==> src/rtl/decode_stage.sv <==
// -----------------------------------------------------------------------------
// decode_stage
//
// Registered RV32I decode stage sitting between fetch and execute.
//
// An instruction offered by fetch (i_valid) is decoded combinationally. It is
// captured into the output register when the stage is ready (o_ready). It is
// then held on the o_* outputs until execute takes it (i_ready).
//
// A small shift-register scoreboard remembers the destination registers of
// loads that recently left this stage. Any instruction that reads one of those
// registers is stalled until the load data can be forwarded downstream.
//
// Ports
//   i_clk, i_rst     clock (rising edge), asynchronous active-high reset
//   i_valid/o_ready  fetch-side handshake; i_inst/i_pc are the offered payload
//   i_flush          branch redirect: drop the held and the offered instruction
//   o_valid/i_ready  execute-side handshake; o_* are the held decoded fields
//   o_rs1/o_rs2/o_rd raw register fields; o_funct3 = inst[14:12]
//   o_ALUCtrl        4-bit ALU operation; o_imm sign-extended immediate
//   o_regWrite .. o_memWrite  datapath control bits
//   o_illegal        opcode outside the supported RV32I base set
//   o_stall          load-use hazard is blocking acceptance this cycle
//
// Parameters
//   PC_W      width of the pc carried alongside the instruction
//   LOAD_LAT  cycles after a load leaves this stage during which its rd is
//             not yet available (1..4)
// -----------------------------------------------------------------------------
module decode_stage #(
    parameter int PC_W     = 32,
    parameter int LOAD_LAT = 1
) (
    input  logic            i_clk,
    input  logic            i_rst,
    input  logic            i_valid,
    output logic            o_ready,
    input  logic [31:0]     i_inst,
    input  logic [PC_W-1:0] i_pc,
    input  logic            i_flush,
    output logic            o_valid,
    input  logic            i_ready,
    output logic [PC_W-1:0] o_pc,
    output logic [4:0]      o_rs1,
    output logic [4:0]      o_rs2,
    output logic [4:0]      o_rd,
    output logic [2:0]      o_funct3,
    output logic [3:0]      o_ALUCtrl,
    output logic [31:0]     o_imm,
    output logic            o_regWrite,
    output logic            o_ALUSrc,
    output logic            o_ALUSrcPC,
    output logic            o_branch,
    output logic            o_jump,
    output logic            o_mem2Reg,
    output logic            o_memRead,
    output logic            o_memWrite,
    output logic            o_illegal,
    output logic            o_stall
);

    // -------------------------------------------------------------------------
    // Opcode and ALU operation encodings
    // -------------------------------------------------------------------------
    localparam logic [6:0] OPC_LUI    = 7'b0110111;
    localparam logic [6:0] OPC_AUIPC  = 7'b0010111;
    localparam logic [6:0] OPC_JAL    = 7'b1101111;
    localparam logic [6:0] OPC_JALR   = 7'b1100111;
    localparam logic [6:0] OPC_BRANCH = 7'b1100011;
    localparam logic [6:0] OPC_LOAD   = 7'b0000011;
    localparam logic [6:0] OPC_STORE  = 7'b0100011;
    localparam logic [6:0] OPC_OPIMM  = 7'b0010011;
    localparam logic [6:0] OPC_OP     = 7'b0110011;

    localparam logic [3:0] ALU_ADD   = 4'b0000;
    localparam logic [3:0] ALU_SUB   = 4'b0001;
    localparam logic [3:0] ALU_SLL   = 4'b0010;
    localparam logic [3:0] ALU_SLT   = 4'b0011;
    localparam logic [3:0] ALU_SLTU  = 4'b0100;
    localparam logic [3:0] ALU_XOR   = 4'b0101;
    localparam logic [3:0] ALU_SRL   = 4'b0110;
    localparam logic [3:0] ALU_SRA   = 4'b0111;
    localparam logic [3:0] ALU_OR    = 4'b1000;
    localparam logic [3:0] ALU_AND   = 4'b1001;
    localparam logic [3:0] ALU_PASSB = 4'b1010;

    // Arithmetic/logic op from funct3. inst[30] picks SRA over SRL. It picks
    // SUB over ADD only for register-register ops, because in OP-IMM that bit
    // belongs to the immediate.
    function automatic logic [3:0] arith_op(input logic [2:0] f3,
                                            input logic       bit30,
                                            input logic       allow_sub);
        logic [3:0] op;
        op = ALU_ADD;
        case (f3)
            3'b000:  op = (allow_sub && bit30) ? ALU_SUB : ALU_ADD;
            3'b001:  op = ALU_SLL;
            3'b010:  op = ALU_SLT;
            3'b011:  op = ALU_SLTU;
            3'b100:  op = ALU_XOR;
            3'b101:  op = bit30 ? ALU_SRA : ALU_SRL;
            3'b110:  op = ALU_OR;
            default: op = ALU_AND;
        endcase
        return op;
    endfunction

    // Branch compare op: equality tests subtract, ordered tests use set-less-than.
    function automatic logic [3:0] branch_op(input logic [2:0] f3);
        logic [3:0] op;
        op = ALU_SUB;
        case (f3)
            3'b100, 3'b101: op = ALU_SLT;
            3'b110, 3'b111: op = ALU_SLTU;
            default:        op = ALU_SUB;
        endcase
        return op;
    endfunction

    // -------------------------------------------------------------------------
    // Field extraction and immediates of the offered instruction
    // -------------------------------------------------------------------------
    logic [6:0]  dec_opcode;
    logic [4:0]  dec_rs1;
    logic [4:0]  dec_rs2;
    logic [4:0]  dec_rd;
    logic [2:0]  dec_funct3;
    logic [31:0] imm_i;
    logic [31:0] imm_s;
    logic [31:0] imm_b;
    logic [31:0] imm_u;
    logic [31:0] imm_j;

    assign dec_opcode = i_inst[6:0];
    assign dec_rd     = i_inst[11:7];
    assign dec_funct3 = i_inst[14:12];
    assign dec_rs1    = i_inst[19:15];
    assign dec_rs2    = i_inst[24:20];

    assign imm_i = {{20{i_inst[31]}}, i_inst[31:20]};
    assign imm_s = {{20{i_inst[31]}}, i_inst[31:25], i_inst[11:7]};
    assign imm_b = {{19{i_inst[31]}}, i_inst[31], i_inst[7], i_inst[30:25],
                    i_inst[11:8], 1'b0};
    assign imm_u = {i_inst[31:12], 12'b0};
    assign imm_j = {{11{i_inst[31]}}, i_inst[31], i_inst[19:12], i_inst[20],
                    i_inst[30:21], 1'b0};

    // -------------------------------------------------------------------------
    // Control decode
    // -------------------------------------------------------------------------
    logic [31:0] dec_imm;
    logic [3:0]  dec_alu_ctrl;
    logic        dec_alu_src;
    logic        dec_alu_src_pc;
    logic        dec_branch;
    logic        dec_jump;
    logic        dec_mem2reg;
    logic        dec_mem_read;
    logic        dec_mem_write;
    logic        dec_writes_rd;
    logic        dec_reg_write;
    logic        dec_illegal;
    logic        dec_use_rs1;
    logic        dec_use_rs2;

    always_comb begin
        dec_imm        = 32'd0;
        dec_alu_ctrl   = ALU_ADD;
        dec_alu_src    = 1'b1;
        dec_alu_src_pc = 1'b0;
        dec_branch     = 1'b0;
        dec_jump       = 1'b0;
        dec_mem2reg    = 1'b0;
        dec_mem_read   = 1'b0;
        dec_mem_write  = 1'b0;
        dec_writes_rd  = 1'b0;
        dec_illegal    = 1'b0;
        dec_use_rs1    = 1'b1;
        dec_use_rs2    = 1'b0;
        case (dec_opcode)
            OPC_LUI: begin
                dec_imm       = imm_u;
                dec_alu_ctrl  = ALU_PASSB;
                dec_writes_rd = 1'b1;
                dec_use_rs1   = 1'b0;
            end
            OPC_AUIPC: begin
                dec_imm        = imm_u;
                dec_alu_src_pc = 1'b1;
                dec_writes_rd  = 1'b1;
                dec_use_rs1    = 1'b0;
            end
            OPC_JAL: begin
                dec_imm        = imm_j;
                dec_alu_src_pc = 1'b1;
                dec_jump       = 1'b1;
                dec_writes_rd  = 1'b1;
                dec_use_rs1    = 1'b0;
            end
            OPC_JALR: begin
                dec_imm       = imm_i;
                dec_jump      = 1'b1;
                dec_writes_rd = 1'b1;
            end
            OPC_BRANCH: begin
                dec_imm      = imm_b;
                dec_alu_ctrl = branch_op(dec_funct3);
                dec_alu_src  = 1'b0;
                dec_branch   = 1'b1;
                dec_use_rs2  = 1'b1;
            end
            OPC_LOAD: begin
                dec_imm       = imm_i;
                dec_mem2reg   = 1'b1;
                dec_mem_read  = 1'b1;
                dec_writes_rd = 1'b1;
            end
            OPC_STORE: begin
                dec_imm       = imm_s;
                dec_mem_write = 1'b1;
                dec_use_rs2   = 1'b1;
            end
            OPC_OPIMM: begin
                dec_imm       = imm_i;
                dec_alu_ctrl  = arith_op(dec_funct3, i_inst[30], 1'b0);
                dec_writes_rd = 1'b1;
            end
            OPC_OP: begin
                dec_alu_ctrl  = arith_op(dec_funct3, i_inst[30], 1'b1);
                dec_alu_src   = 1'b0;
                dec_writes_rd = 1'b1;
                dec_use_rs2   = 1'b1;
            end
            default: begin
                // Unknown opcode: passed downstream flagged, with every
                // side-effecting control left at 0 so it cannot alter state.
                dec_illegal = 1'b1;
            end
        endcase
    end

    // Writes to x0 are architecturally discarded; suppress them here so that
    // execute and writeback never need to special-case rd==0.
    assign dec_reg_write = dec_writes_rd && (dec_rd != 5'd0);

    // -------------------------------------------------------------------------
    // Load-use scoreboard
    // Entry 0 records a load handed to execute on this edge. Entries age by one
    // slot every clock, whatever the pipeline does, because a load that has
    // left this stage keeps progressing downstream regardless of stalls or
    // flushes here.
    // -------------------------------------------------------------------------
    logic                     sb_push;
    logic [LOAD_LAT-1:0]      sb_v_reg;
    logic [LOAD_LAT-1:0][4:0] sb_rd_reg;

    assign sb_push = o_valid && i_ready && o_memRead && (o_rd != 5'd0);

    always_ff @(posedge i_clk or posedge i_rst) begin
        if (i_rst) begin
            sb_v_reg  <= '0;
            sb_rd_reg <= '0;
        end else begin
            sb_v_reg[0]  <= sb_push;
            sb_rd_reg[0] <= o_rd;
            for (int i = 1; i < LOAD_LAT; i++) begin
                sb_v_reg[i]  <= sb_v_reg[i-1];
                sb_rd_reg[i] <= sb_rd_reg[i-1];
            end
        end
    end

    // Per-entry match of each source register against the scoreboard.
    logic [LOAD_LAT-1:0] sb_hit_rs1;
    logic [LOAD_LAT-1:0] sb_hit_rs2;

    generate
        for (genvar gi = 0; gi < LOAD_LAT; gi++) begin : gen_sb_hit
            assign sb_hit_rs1[gi] = sb_v_reg[gi] && (sb_rd_reg[gi] == dec_rs1);
            assign sb_hit_rs2[gi] = sb_v_reg[gi] && (sb_rd_reg[gi] == dec_rs2);
        end
    endgenerate

    // -------------------------------------------------------------------------
    // Hazard detection
    // A load still held in the output register counts as well: its data is
    // even further away than any load already in the scoreboard.
    // -------------------------------------------------------------------------
    logic held_load;
    logic rs1_hazard;
    logic rs2_hazard;
    logic hazard;

    assign held_load  = o_valid && o_memRead;
    assign rs1_hazard = dec_use_rs1 && (dec_rs1 != 5'd0) &&
                        ((held_load && (o_rd == dec_rs1)) || (|sb_hit_rs1));
    assign rs2_hazard = dec_use_rs2 && (dec_rs2 != 5'd0) &&
                        ((held_load && (o_rd == dec_rs2)) || (|sb_hit_rs2));
    assign hazard     = rs1_hazard || rs2_hazard;

    // -------------------------------------------------------------------------
    // Handshake
    // -------------------------------------------------------------------------
    assign o_stall = i_valid && hazard && !i_flush;
    assign o_ready = !i_flush && !o_stall && (!o_valid || i_ready);

    // -------------------------------------------------------------------------
    // Output register
    // Payload fields change only when a new instruction is captured, so they
    // stay stable under back-pressure and after a flush.
    // -------------------------------------------------------------------------
    always_ff @(posedge i_clk or posedge i_rst) begin
        if (i_rst) begin
            o_valid    <= 1'b0;
            o_pc       <= '0;
            o_rs1      <= 5'd0;
            o_rs2      <= 5'd0;
            o_rd       <= 5'd0;
            o_funct3   <= 3'd0;
            o_ALUCtrl  <= 4'd0;
            o_imm      <= 32'd0;
            o_regWrite <= 1'b0;
            o_ALUSrc   <= 1'b0;
            o_ALUSrcPC <= 1'b0;
            o_branch   <= 1'b0;
            o_jump     <= 1'b0;
            o_mem2Reg  <= 1'b0;
            o_memRead  <= 1'b0;
            o_memWrite <= 1'b0;
            o_illegal  <= 1'b0;
        end else if (i_flush) begin
            o_valid <= 1'b0;
        end else if (i_valid && o_ready) begin
            o_valid    <= 1'b1;
            o_pc       <= i_pc;
            o_rs1      <= dec_rs1;
            o_rs2      <= dec_rs2;
            o_rd       <= dec_rd;
            o_funct3   <= dec_funct3;
            o_ALUCtrl  <= dec_alu_ctrl;
            o_imm      <= dec_imm;
            o_regWrite <= dec_reg_write;
            o_ALUSrc   <= dec_alu_src;
            o_ALUSrcPC <= dec_alu_src_pc;
            o_branch   <= dec_branch;
            o_jump     <= dec_jump;
            o_mem2Reg  <= dec_mem2reg;
            o_memRead  <= dec_mem_read;
            o_memWrite <= dec_mem_write;
            o_illegal  <= dec_illegal;
        end else if (i_ready) begin
            o_valid <= 1'b0;
        end
    end

endmodule

==> config.mk <==
export PLATFORM = sky130hd
export DESIGN_NAME = decode_stage
export DESIGN_NICKNAME = d
export VERILOG_FILES = /design/src/rtl/decode_stage.sv
export SDC_FILE = /design/constraint.sdc
export NUM_CORES = 1
export LEC_CHECK = 0
export CAP_MARGIN = 40
export CORE_AREA = 2 2 112 114
export CTS_BUF_LIST = sky130_fd_sc_hd__clkbuf_8 sky130_fd_sc_hd__clkbuf_16
export DETAILED_ROUTE_END_ITERATION = 12
export DIE_AREA = 0 0 114 116
export HOLD_SLACK_MARGIN = 0.15
export PLACE_DENSITY = 0.74
export SYNTH_ARGS = -nofsm -noshare
export SYNTH_HDL_FRONTEND = slang
export SYNTH_SLANG_ARGS = --single-unit
==> constraint.sdc <==
create_clock -name i_clk -period 3.1 [get_ports i_clk]
set_input_delay 0.31 -clock i_clk [delete_from_list [all_inputs] [get_ports i_clk]]
set_output_delay 0.31 -clock i_clk [all_outputs]
set_load 0.05 [all_outputs]
==> metrics.txt <==
Layout Skew 0.008567 ns; # port buffers 166; GR Util met1 26.75%; area share of the largest cell type after synthesis 53.77%; Worst setup EP type output pin; TritonCTS clock tree done; GRT Total Usage 20.37%; post-CTS setup buffers 0; Worst-Margin Slew 0.6243 ns; syn nets 451; fmax 364.4 MHz; clock-pin slew on the worst setup and hold paths 0.07 ns; Critical Path Start i_inst[3]; total number of vias 3,807; GRT busiest layer met2; DRT antenna net count 0; library cells used by synthesis 50; Placer Congestion 0.8994; die height 116 um; largest family of logic cells by synthesized area compound AO/OA/AOI/OAI gates; Slew HR 58.38%; DRT Wirelength 13,240 um; antenna cells 0; DR iter-0 viols 284; root buffer cell clkbuf_16; Startpoint Class input pin; H-tree depth 3; Seq cells post-synth 101; Register-to-Register Path Depth 6; Final Hold Viols 0; core area 11,910 um2; largest net degree at the start of global routing 64; Max Cap Viol 0; PD cells 614.8 nW/um2; most used flip-flop cell after synthesis dfrtp_1; Post-synth EDFFs 0; Worst EP required 2.79 ns; Critical Path AT 2.43 ns; clock tree sinks 101; compound-gate portion of the synthesized area 15.78%; Hold-fix buffers, CTS 0; Worst Hold Class input pin to async pin; post-CTS sizing 0; die area 13,220 um2; Detailed Place HPWL 9541 um; final max-slew violation count 0; WL per Instance 18.91 um; share of layout cells above drive strength 1 13.38%; initial antenna violation count 0; grt total ovfl 0; synth cell count leaders dfrtp_1 (101), mux2_2 (35), mux2_1 (26), o22a_1 (24); DR pass1 iterations 5; r2r endpoint o_branch; crit path time final 2.745 ns; met3 Track Usage GR 5.596%; Mapped Avg Cell Area 12.31 um2; row count 40; Top Registers o_imm: 32 flops, o_pc: 32 flops; area grow syn2layout 46.37%; Starting Density 39.46%; clock latency on the worst-skew pair 0.34 ns; P_leak 2.812 nW; Ys Warns 0; TNS Setup 0 ns; sequential element share of the synthesized area 53.77%; R2R Path Start o_rd[4]; met2 Resource Use GR 32.82%; Post-Synth Adder-Cell Area 0%; Reg2Reg Setup Slack 0.93 ns; most area-consuming cells after synthesis dfrtp_1 (54%), mux2_2 (8.4%), mux2_1 (6.2%); post-synthesis mux area share 14.61%; Mapped Area 4701 um2; vias in the first global route 3,985; DRC 0; synthesized instance count 382; first-pass GRT wire length 20,910 um; Hold Slack 0.3587 ns; ys async rst share 100.0%; io pins 167; RSZ-0062 raised after global routing false; status complete, no violations; Vias/cell 5.439; maximum VDD drop 0.3514 mV; most common cell in the synthesized netlist dfrtp_1; period utilization 88.53%; Critical Path Fanout Max 7; xor/xnor share of the synthesized area 3.913%; # nets final 617; Critical path destination o_ready; die width 114 um; Clock Path Buffers 2; cell taking the most area after synthesis dfrtp_1; total CTS buffers 9; WS Path Type input pin to output pin; Final setup viols 0; simple-gate share of the synthesized area 7.533%
## worst min path at each step
| stage | depth (start not counted) | slack (ns) | start | end |
|---|---|---|---|---|
| 2_1_floorplan | 1 | 0.42 | i_flush | o_valid |
| 3_3_place_gp | 1 | 0.47 | o_pc[24] | o_pc[24] |
| 3_5_place_dp | 1 | 0.47 | o_pc[17] | o_pc[17] |
| 4_1_cts | 2 | 0.37 | i_rst | o_pc[2] |
| 5_1_grt | 2 | 0.43 | i_rst | o_pc[2] |
| 6_report | 2 | 0.36 | i_rst | o_pc[15] |
## layout by cell type (no fill, tap or decap), drive strengths merged, types with 9 or more instances in the layout
master	count
o22ai	12
o21ai	9
buf	18
mux2	61
clkbuf	10
dfrtp	101
nand3	11
clkdlybuf4s50	164
xor2	19
nor2	15
inv	15
a211o	19
o22a	24
## through the flow
stage / setup WS (ns) / total power, mW / instance area (um2) / std cells / util [%]
floorplan: 0.1429 / 2.549 / 4701 / 382 / -
global placement: 0.3519 / 3.093 / 6579 / 684 / 55.23
detailed placement: 0.3024 / 3.123 / 6579 / 684 / 55.23
CTS: 0.3568 / 4.267 / 6880 / 700 / 57.76
global route: 0.2585 / 4.413 / 6880 / 700 / 57.76
finish: 0.3555 / 4.230 / 6880 / 700 / 57.76
## power breakdown
part | internal (mW) | switching, mW | leakage [nW] | total [mW]
clock | 0.645 | 0.492 | 0.140 | 1.14
combinational | 0.555 | 0.913 | 1.44 | 1.47
sequential | 1.50 | 0.123 | 1.23 | 1.62
total | 2.70 | 1.53 | 2.81 | 4.23
## per-layer routing
layer / wire (um) / vias to the layer above
met1: 5510 / 1898
li1: - / 1750
met5: 0 / -
met2: 6498 / 153
met4: 71 / 0
met3: 1155 / 6
## final cells by class
class	count	area, um2
Clock inverter	6	62.56
Clock buffer	10	239.0
Timing Repair Buffer	182	1827
Inverter	15	58.81
Fill cell	1037	5031
Multi-Input combinational cell	239	1982
Tap cell	147	183.9
Sequential cell	101	2527
## critical path, stage by stage
cell	delay (ns)
clkdlybuf4s50_1	0.52
or3b_1	0.47
a21oi_4	0.18
o21bai_1	0.19
o22ai_2	0.17
a211oi_1	0.40
buf_12	0.19
## kinds of logic (layout without fill, tap and decap cells)
group | after synthesis | count (layout)
xor+xnor | 21 | 21
compound gates | 94 | 94
buf+inv | 42 | 213
mux | 61 | 61
simple gates | 63 | 63
flops | 101 | 101
No activity file was read; power rests on OpenSTA's default activity.
